--- src/rtl/sma_pkg.sv ---
// Shared types and constants for the moving-average filter chain.
// Latency: none (declarations only).
// Backpressure: not applicable.
package sma_pkg;

    localparam int SMA_DATA_W = 16;
    localparam int SMA_OVF_W  = 16;

    typedef logic signed [SMA_DATA_W-1:0] sma_sample_t;

endpackage

--- src/rtl/sma_fifo.sv ---
// Synchronous FIFO with extra-wrap-bit pointers, exposing full/empty/level.
// Latency: a write is visible at the head one edge later; head is combinational.
// Backpressure: caller must not push when full unless it pops in the same cycle.
module sma_fifo
    import sma_pkg::*;
#(
    parameter int DATA_W = SMA_DATA_W,
    parameter int DEPTH  = 8
) (
    input  logic                       clk,
    input  logic                       rst,
    input  logic                       push,
    input  logic [DATA_W-1:0]          wdata,
    input  logic                       pop,
    output logic [DATA_W-1:0]          rdata,
    output logic                       full,
    output logic                       empty,
    output logic [$clog2(DEPTH):0]     level
);

    localparam int AW = $clog2(DEPTH);

    logic [DATA_W-1:0] mem [DEPTH];
    logic [AW:0]       wr_ptr;
    logic [AW:0]       rd_ptr;

    // Wrap bit distinguishes full from empty when the index bits match.
    assign full  = (wr_ptr[AW] != rd_ptr[AW]) && (wr_ptr[AW-1:0] == rd_ptr[AW-1:0]);
    assign empty = (wr_ptr == rd_ptr);
    assign level = wr_ptr - rd_ptr;
    // Head reads as zero while empty so stale storage never leaks out.
    assign rdata = empty ? '0 : mem[rd_ptr[AW-1:0]];

    // Pointer update; reset discards all buffered entries at once.
    always_ff @(posedge clk or negedge rst) begin
        if (!rst) begin
            wr_ptr <= '0;
            rd_ptr <= '0;
        end else begin
            if (push) wr_ptr <= wr_ptr + 1'b1;
            if (pop)  rd_ptr <= rd_ptr + 1'b1;
        end
    end

    // Storage write; when full with a simultaneous pop this overwrites the
    // slot being read out, which is safe because the read is combinational.
    always_ff @(posedge clk) begin
        if (push) mem[wr_ptr[AW-1:0]] <= wdata;
    end

endmodule

--- src/rtl/sma_decim.sv ---
// Keeps every DEC-th enabled filter sample and buffers it for a valid/ready consumer.
// Latency: sample taken at edge N appears on m_data after edge N when the buffer was empty.
// Backpressure: m_ready stalls drain; when the buffer is full new takes are dropped
// (counted in ovf_cnt when SMA_DECIM_OVF_EN is defined).
module sma_decim
    import sma_pkg::*;
#(
    parameter int DATA_W = SMA_DATA_W,
    parameter int DEC    = 2,
    parameter int DEPTH  = 8
) (
    input  logic                        clk,
    input  logic                        rst,
    input  logic signed [DATA_W-1:0]    x_in,
    input  logic                        en,
    output logic signed [DATA_W-1:0]    m_data,
    output logic                        m_valid,
    input  logic                        m_ready,
    output logic [$clog2(DEPTH):0]      level
`ifdef SMA_DECIM_OVF_EN
    ,
    output logic [SMA_OVF_W-1:0]        ovf_cnt
`endif
);

    localparam int              PH_W    = (DEC > 1) ? $clog2(DEC) : 1;
    localparam logic [PH_W-1:0] PH_LAST = PH_W'(DEC - 1);

    logic [PH_W-1:0]   ph;
    logic              take;
    logic              push;
    logic              pop;
    logic              full;
    logic              empty;
    logic [DATA_W-1:0] head;

    // With DEC=1 the phase is pinned at 0 == PH_LAST, so every enabled sample is taken.
    assign take    = en && (ph == PH_LAST);
    assign m_valid = !empty;
    assign pop     = m_valid && m_ready;
    // A pop in the same cycle frees the slot, so a full buffer still accepts.
    assign push    = take && (!full || pop);
    assign m_data  = head;

    // Phase advances on enabled samples only and wraps even when the take is dropped.
    always_ff @(posedge clk or negedge rst) begin
        if (!rst) begin
            ph <= '0;
        end else if (en) begin
            ph <= (ph == PH_LAST) ? '0 : ph + 1'b1;
        end
    end

    sma_fifo #(
        .DATA_W (DATA_W),
        .DEPTH  (DEPTH)
    ) u_fifo (
        .clk   (clk),
        .rst   (rst),
        .push  (push),
        .wdata (x_in),
        .pop   (pop),
        .rdata (head),
        .full  (full),
        .empty (empty),
        .level (level)
    );

`ifdef SMA_DECIM_OVF_EN
    logic drop;
    assign drop = take && full && !pop;

    // Saturating count of samples lost to a full buffer; cleared only by reset.
    always_ff @(posedge clk or negedge rst) begin
        if (!rst) begin
            ovf_cnt <= '0;
        end else if (drop && (ovf_cnt != '1)) begin
            ovf_cnt <= ovf_cnt + 1'b1;
        end
    end
`endif

endmodule

--- config.mk ---
export PLATFORM = sky130hd
export DESIGN_NAME = sma_decim
export DESIGN_NICKNAME = d
export VERILOG_FILES = /design/src/rtl/sma_pkg.sv /design/src/rtl/sma_fifo.sv /design/src/rtl/sma_decim.sv
export SDC_FILE = /design/constraint.sdc
export NUM_CORES = 1
export LEC_CHECK = 0
export ABC_CLOCK_PERIOD_IN_PS = 4450
export CAP_MARGIN = 15
export CORE_MARGIN = 4
export CORE_UTILIZATION = 45
export DETAILED_ROUTE_END_ITERATION = 7
export REMOVE_ABC_BUFFERS = 1
export SYNTH_ARGS = -nofsm -noshare
export SYNTH_HDL_FRONTEND = slang
export SYNTH_HIERARCHICAL = 1
export SYNTH_SLANG_ARGS = --single-unit
--- constraint.sdc ---
create_clock -name clk -period 4.45 [get_ports clk]
set_input_delay 0.89 -clock clk [delete_from_list [all_inputs] [get_ports clk]]
set_output_delay 0.89 -clock clk [all_outputs]
set_load 0.02 [all_outputs]
After elaboration in Yosys (flattened, before gate mapping). Memories as Yosys holds them, arrays and structs flattened. Index checks and enable logic that the tools add are counted.

Multiply operators: 0. Mux-type cells: 4. Shift-type cells: 0. Order comparisons: 0. Divide/modulo/power cells: 0. Add/subtract/negate cells: 4. Bitwise operators: 0. Reduce and logical (&&, ||, !) cells: 7. Eq/ne operators: 3.

Operator list (number): two-way mux 16 bit (1); adder 4 x 1 -> 4 bit, second input constant (2); == test 4 bit (1); logical AND 1 bit (4); subtractor 4 bit (1); == test 3 bit (1); two-way mux 1 bit (3); logical NOT 1 bit (2); adder 1 bit, second input constant (1); logical OR 1 bit (1); inequality test 1 bit (1).

Output and inout bits: 21. ROM bits: 0. Input port bits: 20. Memories: 1. Logic and storage cells: 22. Bits in writable memories: 128. Flip-flop bits (word level): 9. Bits in latches: 0.

Memory list: u_fifo.mem (depth 8, bits a word 16, rd ports 1, clocked after Yosys merged registers in 0, write ports 1, line sma_fifo.sv:23) `logic [DATA_W-1:0] mem [DEPTH];`.

Logic depth before layout (Yosys ltp). Gate-level depths: netlist of run 1.

Depth in word-level cells: 7. Mapped depth: 10. Gate-level depth less buffers: 9.

Hierarchy. Netlist of run 1, hierarchy kept.

By module, submodules not included: sma_fifo (times used 1, sequential area each 4043.9 um2, cells each 315, area an instance 5629.1 um2); sma_decim (times used 1, sequential area each 25.0 um2, cells each 6, area an instance 65.1 um2).

Worst setup path before layout of run 1. No wires, ideal clock.

Path type: register to register. From: register u_fifo.wr_ptr[0]. To: memory u_fifo/mem[0][0] (netlist bit) (enable). Clock period less this slack: 3.246 ns. Cell stages (with the launch flop): 10. Arrival time: 2.837 ns. Setup slack: 1.204 ns. Setup time: 0.409 ns. Data required time: 4.041 ns. Buffers on the path: 1. Cells stage by stage: dfrtp_1 inv_1 ha_1 nand4_2 buf_6 inv_1 nor2b_4 o211a_1 nand2b_1 nor3_1.

Cells in the longest elaborated chain, start to end: 7. Elaborated cells between the ends (all ways): 10. Classes of those cells: eq/ne (2); mux (2); reduce/logical (6).

RTL lines: from (decl) (line sma_fifo.sv:24) `logic [AW:0] wr_ptr;`; from (signal assigned) (line sma_fifo.sv:40) `if (push) wr_ptr <= wr_ptr + 1'b1;`; == test 4 bit (line sma_fifo.sv:29) `assign empty = (wr_ptr == rd_ptr);`; named net empty (line sma_decim.sv:34) `logic empty;`; logical NOT 1 bit (line sma_decim.sv:39) `assign m_valid = !empty;`; logical AND 1 bit (line sma_decim.sv:40) `assign pop = m_valid && m_ready;`; named net pop (line sma_decim.sv:32) `logic pop;`; logical OR 1 bit (line sma_decim.sv:42) `assign push = take && (!full || pop);`; logical AND 1 bit (line sma_decim.sv:42); named net push (line sma_decim.sv:31) `logic push;`; two-way mux 1 bit (line sma_fifo.sv:48) `if (push) mem[wr_ptr[AW-1:0]] <= wdata;`; two-way mux 1 bit (not written as such) (line sma_fifo.sv:48); to (decl) (line sma_fifo.sv:23).

The timed path passes the listed nets, and every way through them passes these cells.

Worst setup path after layout of run 1.
From: register u_fifo.wr_ptr[0]. To: output port m_data[7].

Cells in the longest elaborated chain, start to end: 2.

RTL lines: == test 4 bit (line sma_fifo.sv:29); two-way mux 16 bit (line sma_fifo.sv:32) `assign rdata = empty ? '0 : mem[rd_ptr[AW-1:0]];`; to (decl) (line sma_decim.sv:16) `output logic signed [DATA_W-1:0] m_data,`.

No other way between the ends.

==> results of run 1 <==
-- metrics by stage --
stage / hold WS [ps] / util, % / total power, uW / cells
after detailed placement: 460 / 51.4 / 3870 / 530
final: 480 / 56.8 / 5360 / 562
after CTS: 473 / 56.8 / 5430 / 562
after floorplan: 442 / - / 3040 / 306
after global placement: 476 / 51.4 / 3860 / 530
after global routing: 504 / 56.8 / 5630 / 562
-- cell usage after synthesis --
library cell  number
edfxtp_1         128
a221oi_2          10
nor2_1             9
a22oi_1            7
xor2_1             4
a221oi_1           6
a21oi_1            1
o211a_1            1
buf_4              1
inv_1             10
fa_1               1
a22oi_2            9
buf_2              1
o21ai_0            2
nand2_1           24
buf_6             10
nor2b_4            1
xnor2_2            1
mux2i_1           64
nand4_2            1
ha_1               5
a21o_1             1
nor2b_1            1
nand2b_1           1
buf_12             2
buf_8              1
and2_1             1
dfrtp_1            9
xnor2_1            5
nand3_1            2
nor3_1             2
-- worst max-delay path: stages, from the launching register on --
cell	delay (ps)
dfrtp_1	480
inv_1	110
ha_1	350
nand4_2	250
buf_4	260
nand2_1	90
a221oi_2	230
clkdlybuf4s50_1	660
-- logic make-up (layout without fill, tap and decap cells) --
| family | after synthesis | after routing | share of synthesized area, % |
|---|---|---|---|
| multiplexers | 64 | 64 | 11.3 |
| AND/OR/NAND/NOR | 42 | 42 | 3.32 |
| XOR/XNOR | 10 | 10 | 1.67 |
| adder cells (fa/ha/maj) | 6 | 6 | 1.45 |
| AO/OA/AOI/OAI | 37 | 37 | 7.03 |
| buffers and inverters | 25 | 98 | 3.82 |
| flip-flops | 137 | 137 | 71.5 |
-- cell type report --
type / instances / area share, %
repair buffers: 56 / 7.69
clock inverters: 13 / 3.23
clock buffers: 19 / 6.24
multi-input cells: 159 / 20.5
flip-flops and latches: 137 / 58.7
inverters: 10 / 0.541
well taps: 168 / 3.03
-- worst paths after layout --
kind	to	slack, ps
max in group asynchronous	u_fifo/rd_ptr[0]$_DFFE_PN0P_	3300
max	m_data[7]	740
min	ph$_DFFE_PN0P_	480
max reg2reg	u_fifo/mem[5][0]$_DFFE_PP_	1150
min in group asynchronous	u_fifo/rd_ptr[2]$_DFFE_PN0P_	800
min reg2reg	ph$_DFFE_PN0P_	480
-- state kept, by name, indices dropped and copies added, names as in the netlist --
| register | cells |
|---|---|
| ph | 1 |
| u_fifo/mem | 128 |
| u_fifo/rd_ptr | 4 |
| u_fifo/wr_ptr | 4 |
-- routing by layer --
layer  GRT usage (%)  routed length, um
met1            21.6               4950
met2            26.0               5380
met3            4.77                551
met4            6.23                163
met5               0                  0
-- report_power, final --
part / internal (uW) / switching, uW
sequential: 1580 / 87.6
combinational: 955 / 1190
clock: 1050 / 502
total: 3580 / 1780
==> summary.md, run 1 <==
| Metric | Value |
|---|---|
| Status | `completed` |
| PortBufs | `40` |
| Sequential share of the synthesized area | `71.5%` |
| Core Box Area | `0.0122 mm^2` |
| Hold WC Path Type | `reg2reg` |
| Total GRT Usage | `16.4%` |
| Initial core utilization | `46.6%` |
| Pleak | `0.00257 uW` |
| Initial antenna violation count | `0` |
| Area contributors post-synth | `edfxtp_1 68%, mux2i_1 11%, dfrtp_1 4.0%` |
| Slew Limit Fails | `0` |
| Fmax | `269 MHz` |
| NumNets Final | `407` |
| CTS tree | `yes` |
| GP Congestion | `0.763` |
| Clock tree buffer depth | `2` |
| Clock Latency Late Sink | `410 ps` |
| Netlist Area Pre-Place | `0.00569 mm^2` |
| Chip width | `120 um` |
| Num CTS Buffers | `17` |
| Final setup violation count | `0` |
| Slew Limit Headroom | `34.8%` |
| Hold_sp | `ph$_DFFE_PN0P_` |
| Design Area, Final | `0.00693 mm^2` |
| IR drop worst, VDD | `427 uV` |
| R2R Path Start | `u_fifo/wr_ptr[0]$_DFFE_PN0P_` |
| Setup ws final | `735 ps` |
| Area of the multi-input gates | `0.00142 mm^2` |
| Critical Path AT | `2820 ps` |
| Post-synth cell types | `31` |
| Ports | `41` |
| First-pass GRT wire length | `17500 um` |
| Post-Syn Area per Cell | `17.7 um^2` |
| Sequential Area | `0.00407 mm^2` |
| Post-CTS Hold Fix Bufs | `0` |
| Worst Hold Depth | `1` |
| Max_cap viols | `0` |
| FP Rows | `40` |
| Grt total ovfl | `0` |
| Yosys warns | `6` |
| Crit end category | `primary output` |
| Largest area contributor in the netlist | `edfxtp_1` |
| Critical path class | `reg2out` |
| Antenna diodes | `0` |
| Crit-path max FO | `10` |
| Antenna Violating Nets Remaining | `0` |
| Required @ worst endpoint | `3560 ps` |
| Die area | `0.0145 mm^2` |
| Dpl ws | `1060 ps` |
| P per Cell Area | `773 mW/mm^2` |
| Reg2reg path depth | `9` |
| Proportion of layout cells with a drive suffix above 1 | `18.3%` |
| Most frequent cells in the layout | `128 x edfxtp_1, 64 x mux2i_1, 40 x clkdlybuf4s50_1` |
| Final hold vios | `0` |
| Total wire length | `11000 um` |
| Yosys reg bits | `137` |
| DR vias/cell | `5.24` |
| Root Driver | `clkbuf_16` |
| Most common library cell in the layout ignoring fill and taps | `edfxtp_1` |
| Vias in the first global route | `3067` |
| Slew @ Worst Pin | `974 ps` |
| Htree depth | `4` |
| Die Span Y | `120 um` |
| WL per Instance | `19.6 um` |
| Largest net degree at the start of global routing | `68` |
| Yosys top cell area share | `67.5%` |
| # DRC | `0` |
| Synthesis-to-layout area growth | `21.8%` |
| Crit path from | `u_fifo/wr_ptr[0]$_DFFE_PN0P_` |
| Post_cts resized | `0` |
| Final clock skew | `4.48 ps` |
| Total clock sinks | `137` |
| Final setup TNS | `0 ps` |
| DR iter-0 viols | `178` |
| Critical path launch point type | `flop` |
| RSZ-0062 raised after global routing | `no` |
| Min Tclk post-route | `3710 ps` |
| Instance count of the mapped netlist | `321` |
| Detailed Place HPWL | `6660 um` |
| Via count | `2947` |
| First-pass detailed-route iteration total | `4` |
| Fin crit share | `83.5%` |
| DP Area | `0.00628 mm^2` |
| Fillers | `985` |
| Clock slew at reported path FFs | `50 ps` |
| Setup Fix Bufs, Post-CTS | `0` |
(Power assumes the default switching activity.)
==> run 2, diff against run 1 <==
--- a/config.mk
+++ b/config.mk
@@ -5,7 +5,7 @@
 export SDC_FILE = /design/constraint.sdc
 export NUM_CORES = 1
 export LEC_CHECK = 0
-export ABC_CLOCK_PERIOD_IN_PS = 4450
+export ABC_CLOCK_PERIOD_IN_PS = 3600
 export CAP_MARGIN = 15
 export CORE_MARGIN = 4
 export CORE_UTILIZATION = 45
==> constraint.sdc (replaced) <==
create_clock -name clk -period 3.6 [get_ports clk]
set_input_delay 0.72 -clock clk [delete_from_list [all_inputs] [get_ports clk]]
set_output_delay 0.72 -clock clk [all_outputs]
set_load 0.02 [all_outputs]
==> run 2 against run 1 <==
Effect of this change: clock skew about the same; sequential power rose by 23%; non-clock buffer count is 3 higher; combinational power is 25% higher; hold slack gained 21 ps; critical path depth did not move; via count shrank 1.3%; die area did not move; register-to-register slack got worse by 410 ps; first-iteration DRC count down 33%.
==> summary.md, run 2 (synthesized netlist as in run 1, its figures left out) <==
| Metric | Value |
|---|---|
| Hold WC Path Type | `reg2reg` |
| Num CTS Buffers | `17 (unchanged)` |
| Chip width | `120 um (unchanged)` |
| Pleak | `0.00261 uW (+1.3%)` |
| Most common library cell in the layout ignoring fill and taps | `edfxtp_1` |
| CTS tree | `yes` |
| First-pass GRT wire length | `17200 um (-1.8%)` |
| DR vias/cell | `5.15 (-1.8%)` |
| Final hold vios | `0 (unchanged)` |
| Util after Layout | `56.7% (-0.092 points)` |
| Detailed Place HPWL | `6430 um (-3.3%)` |
| Crit end category | `primary output` |
| Total clock sinks | `137 (unchanged)` |
| Reg-to-reg setup timing slack | `740 ps (-410 ps)` |
| Root Driver | `clkbuf_16` |
| Fmax | `293 MHz` |
| DP Area | `0.00630 mm^2 (+0.36%)` |
| Critical path launch point type | `flop` |
| WL per Instance | `19.2 um (-2.2%)` |
| First-pass detailed-route iteration total | `4 (unchanged)` |
| Most frequent cells in the layout | `128 x edfxtp_1, 64 x mux2i_1, 35 x clkdlybuf4s50_1` |
| # DRC | `0 (unchanged)` |
| Overall power | `6490 uW (+21%)` |
| FP Rows | `40 (unchanged)` |
| Fillers | `1010 (+2.5%)` |
| Initial antenna violation count | `0 (unchanged)` |
| Clock slew at reported path FFs | `60 ps (about the same)` |
| Htree depth | `4 (unchanged)` |
| Slowest cell on crit path | `clkdlybuf4s50_1` |
| Via count | `2910 (-1.3%)` |
| NumNets Final | `410 (+0.74%)` |
| Slew Limit Headroom | `65.3% (+31 points)` |
| Slew @ Worst Pin | `520 ps (-454 ps)` |
| Synthesis-to-layout area growth | `21.6%` |
| P per Cell Area | `937 mW/mm^2 (+21%)` |
| Sum of buffers and inverters on the critical path | `3 (unchanged)` |
| Final setup violation count | `0 (unchanged)` |
| IR drop worst, VDD | `690 uV (+61%)` |
| Max_cap viols | `0 (unchanged)` |
| Total GRT Usage | `16.3% (-0.14 points)` |
| Initial core utilization | `46.6% (unchanged)` |
| Crit-path max FO | `17 (+7)` |
| Critical path class | `reg2out` |
| Slew Limit Fails | `0 (unchanged)` |
| Final clock skew | `4.75 ps (+0.277 ps)` |
| Total wire length | `10800 um (-1.7%)` |
| Proportion of layout cells with a drive suffix above 1 | `19.1% (+0.87 points)` |
| Largest net degree at the start of global routing | `52 (-24%)` |
| Ports | `41 (unchanged)` |
| Critical Path AT | `2690 ps (-130 ps)` |
| Core Box Area | `0.0122 mm^2 (unchanged)` |
| Largest register FFs | `128 (unchanged)` |
| Die Span Y | `120 um (unchanged)` |
| Antenna Violating Nets Remaining | `0 (unchanged)` |
| PortBufs | `40 (unchanged)` |
| Antenna diodes | `0 (unchanged)` |
| Critical Path, Cell by Cell | `inv_1 > ha_1 > nand4_2 > buf_4 > nand2_1 > a221oi_1 > clkdlybuf4s50_1` |
| CP peak stage delay | `660 ps (about the same)` |
| Setup ws final | `188 ps (-547 ps)` |
| Design Area, Final | `0.00692 mm^2 (-0.16%)` |
| Required @ worst endpoint | `2880 ps (-680 ps)` |
| DR iter-0 viols | `120 (-33%)` |
| Clock tree buffer depth | `2 (unchanged)` |
| Grt total ovfl | `0 (unchanged)` |
| Min Tclk post-route | `3410 ps` |
| Die area | `0.0145 mm^2 (unchanged)` |
| GP Congestion | `0.739 (-3.1%)` |
| CP top delay family | `buffers and inverters` |
| RSZ-0062 raised after global routing | `no` |
| Status | `completed` |
| WHS | `501 ps (+20.8 ps)` |
| Fin crit share | `94.8%` |
| Clock Latency Late Sink | `410 ps (about the same)` |
| Vias in the first global route | `3078 (+0.36%)` |
| Dpl ws | `574 ps (-484 ps)` |
[run 2: power by group]
part	internal (uW)	switching (uW)	total, uW
registers	1950	107	2060
logic	1190	1480	2670
clock network	1150	609	1760
total	4290	2190	6490
[run 2: what timing repair did]
action | 4_1_cts | 5_1_grt
hold endpoints to repair | 0 | 0
hold buffers | 0 | 0
buffers inserted | 0 | 0
setup endpoints to repair | 0 | 5
gates resized for setup | 0 | 6
[run 2: path summary, 6_finish.rpt]
path,startpoint,endpoint,depth (start not counted)
worst max-delay path,u_fifo/wr_ptr[0]$_DFFE_PN0P_,m_data[4],7
worst min-delay path,ph$_DFFE_PN0P_,ph$_DFFE_PN0P_,1
worst max register to register,u_fifo/wr_ptr[0]$_DFFE_PN0P_,u_fifo/mem[4][11]$_DFFE_PP_,10
worst min register to register,ph$_DFFE_PN0P_,ph$_DFFE_PN0P_,1
max in group asynchronous,rst,u_fifo/rd_ptr[0]$_DFFE_PN0P_,1
min in group asynchronous,rst,u_fifo/wr_ptr[0]$_DFFE_PN0P_,1
[run 2: through the flow]
step,TNS (ps),cells
after floorplan,-178360,306
after global placement,0,533
after detailed placement,0,533
after CTS,0,565
after global routing,0,565
final,0,565
[run 2: routing by layer]
layer  vias up  routed length (um)  track usage, %
li1       1379                   -               -
met1      1479                4830            20.4
met2        41                5550            26.8
met3        11                 344            5.19
met4         0                 121            5.74
met5         -                   0               0
[run 2: layout make-up]
type / count / area, um^2 / area share [%]
sequential: 137 / 4070 / 58.8
multi-input combinational: 159 / 1420 / 20.6
timing repair buffer: 59 / 568 / 8.21
clock buffer: 18 / 429 / 6.20
tap: 168 / 210 / 3.04
clock inverter: 14 / 180 / 2.60
inverter: 10 / 37.5 / 0.542
==> run 3, diff against run 2 <==
--- a/config.mk
+++ b/config.mk
@@ -5,11 +5,12 @@
 export SDC_FILE = /design/constraint.sdc
 export NUM_CORES = 1
 export LEC_CHECK = 0
-export ABC_CLOCK_PERIOD_IN_PS = 3600
+export ABC_CLOCK_PERIOD_IN_PS = 2700
 export CAP_MARGIN = 15
 export CORE_MARGIN = 4
 export CORE_UTILIZATION = 45
 export DETAILED_ROUTE_END_ITERATION = 7
+export PLACE_DENSITY = 0.66
 export REMOVE_ABC_BUFFERS = 1
 export SYNTH_ARGS = -nofsm -noshare
 export SYNTH_HDL_FRONTEND = slang
==> constraint.sdc (replaced) <==
create_clock -name clk -period 2.7 [get_ports clk]
set_input_delay 0.54 -clock clk [delete_from_list [all_inputs] [get_ports clk]]
set_output_delay 0.54 -clock clk [all_outputs]
set_load 0.02 [all_outputs]
==> run 3 against run 2 <==
Effect of this change: register-to-register slack got worse by 530 ps; critical path type unchanged; highest routed layer unchanged; clock power rose by 23%; clock skew rose by 3.1 ps; largest cell class unchanged; power rose by 32%; non-clock buffer count rose by 16; final cell count rose by 2.8%; via count rose by 3.8%; setup slack got worse by 77 ps.
==> summary.md, run 3 (synthesized netlist as in run 1, its figures left out) <==
| Metric | Value |
|---|---|
| First-pass GRT wire length | `17400 um (+1.4%)` |
| DR iter-0 viols | `204 (+70%)` |
| Slew Limit Headroom | `52.5% (-13 points)` |
| Die Span Y | `120 um (unchanged)` |
| Ports | `41 (unchanged)` |
| Initial antenna violation count | `0 (unchanged)` |
| PortBufs | `40 (unchanged)` |
| First-pass detailed-route iteration total | `4 (unchanged)` |
| Total clock sinks | `137 (unchanged)` |
| Critical Path, Cell by Cell | `ha_4 > fa_1 > xnor2_1 > dlygate4sd2_1` |
| Slowest cell on crit path | `dfrtp_4` |
| Detailed Place HPWL | `6830 um (+6.2%)` |
| Antenna Violating Nets Remaining | `0 (unchanged)` |
| Reg2reg path depth | `10 (unchanged)` |
| Non-filler cells in the finished layout | `581 (+2.8%)` |
| GP Congestion | `0.738 (-0.15%)` |
| NumNets Final | `426 (+3.9%)` |
| FP Rows | `40 (unchanged)` |
| Final clock skew | `7.88 ps (+3.12 ps)` |
| # DRC | `0 (unchanged)` |
| Final hold vios | `0 (unchanged)` |
| Fillers | `975 (-3.5%)` |
| Critical path class | `reg2out` |
| Max_cap viols | `0 (unchanged)` |
| IR drop worst, VDD | `986 uV (+43%)` |
| Sum of buffers and inverters on the critical path | `1 (-2)` |
| Critical Path AT | `2050 ps (-640 ps)` |
| Synthesis-to-layout area growth | `23.0%` |
| Via count | `3022 (+3.8%)` |
| Chip width | `120 um (unchanged)` |
| RSZ-0062 raised after global routing | `no` |
| Critical path launch point type | `flop` |
| Grt total ovfl | `0 (unchanged)` |
| Final setup TNS | `0 ps (unchanged)` |
| DR vias/cell | `5.20 (+0.99%)` |
| Most common library cell in the layout ignoring fill and taps | `edfxtp_1` |
| Crit-path max FO | `3 (-14)` |
| Util after Layout | `57.3% (+0.66 points)` |
| Num CTS Buffers | `17 (unchanged)` |
| Crit end category | `primary output` |
| Dpl cells | `547 (+2.6%)` |
| WL per Instance | `19.2 um (+0.27%)` |
| Clock slew at reported path FFs | `50 ps (about the same)` |
| Fin crit share | `95.9%` |
| Slew @ Worst Pin | `710 ps (+190 ps)` |
| Reg-to-reg setup timing slack | `210 ps (-530 ps)` |
| Final setup violation count | `0 (unchanged)` |
| CTS tree | `yes` |
| Total wire length | `11200 um (+3.1%)` |
| P per Cell Area | `1220 mW/mm^2 (+30%)` |
| Largest register FFs | `128 (unchanged)` |
| Status | `completed` |
| Clock tree buffer depth | `2 (unchanged)` |
| Min Tclk post-route | `2590 ps` |
| CP top delay family | `adder cells` |
| Post-CTS Hold Fix Bufs | `0 (unchanged)` |
| Htree depth | `4 (unchanged)` |
| Initial core utilization | `46.6% (unchanged)` |
| Root Driver | `clkbuf_16` |
| Pleak | `0.00265 uW (+1.5%)` |
| CP peak stage delay | `540 ps (-120 ps)` |
| Critical path depth in cells | `4 (-3)` |
| Total GRT Usage | `16.4% (+0.13 points)` |
| Most frequent cells in the layout | `128 x edfxtp_1, 64 x mux2i_1, 33 x buf_4` |
| Largest net degree at the start of global routing | `29 (-44%)` |
| Core Box Area | `0.0122 mm^2 (unchanged)` |
| Fmax | `386 MHz` |
| Overall power | `8540 uW (+32%)` |
| Die area | `0.0145 mm^2 (unchanged)` |
| Clock Latency Late Sink | `410 ps (about the same)` |
| Hold WC Path Type | `in2async` |
| Proportion of layout cells with a drive suffix above 1 | `27.4% (+8.2 points)` |
| Required @ worst endpoint | `2160 ps (-720 ps)` |
| Slew Limit Fails | `0 (unchanged)` |
| Antenna diodes | `0 (unchanged)` |
| Vias in the first global route | `3138 (+1.9%)` |
-- run 3: final timing paths --
kind                                              start                      endpoint
max                        u_fifo/rd_ptr[0]$_DFFE_PN0P_                      level[2]
min                                                 rst                ph$_DFFE_PN0P_
max reg2reg                u_fifo/rd_ptr[1]$_DFFE_PN0P_   u_fifo/mem[4][12]$_DFFE_PP_
min reg2reg                              ph$_DFFE_PN0P_                ph$_DFFE_PN0P_
max in group asynchronous                           rst  u_fifo/rd_ptr[0]$_DFFE_PN0P_
min in group clk                         ph$_DFFE_PN0P_                ph$_DFFE_PN0P_
-- run 3: routing by layer --
layer  vias to the layer above  share of wire, %  GRT usage [%]
met5                         -                 0              0
met4                         0               1.6           6.94
met3                        12               4.0           4.30
met2                        59                50           27.0
met1                      1536                44           20.7
li1                       1415                 -              -
-- run 3: report_power, final --
group | total [uW] | switching, uW | internal [uW] | leakage [uW]
registers | 2720 | 120 | 2600 | 0.00126
clock network | 2160 | 817 | 1340 | 0.000270
logic | 3660 | 2110 | 1540 | 0.00112
-- run 3: final cells by class --
type                            count  area (um^2)  area share, %
Clock buffer                       18          429           6.13
Clock inverter                     14          133           1.89
Inverter                           10         37.5          0.536
Multi-Input combinational cell    159         1470           21.1
Sequential cell                   137         4070           58.2
Tap cell                          168          210           3.00
Timing Repair Buffer               75          644           9.20
-- run 3: timing repair --
item | 4_1_cts | 5_1_grt
buffers inserted | 0 | 1
gates resized for setup | 69 | 20
pin swaps | 0 | 0
setup endpoints to repair | 20 | 28
gates cloned | 1 | 0
-- run 3: stage by stage --
step	setup slack (ps)	hold WS [ps]	cell area (um^2)
after CTS	-36.5	448	7000
after global routing	5.19	474	7000
after detailed placement	-13.2	466	6430
final	111	446	7000
after floorplan	-2510	244	5510
after global placement	-16.9	458	6430
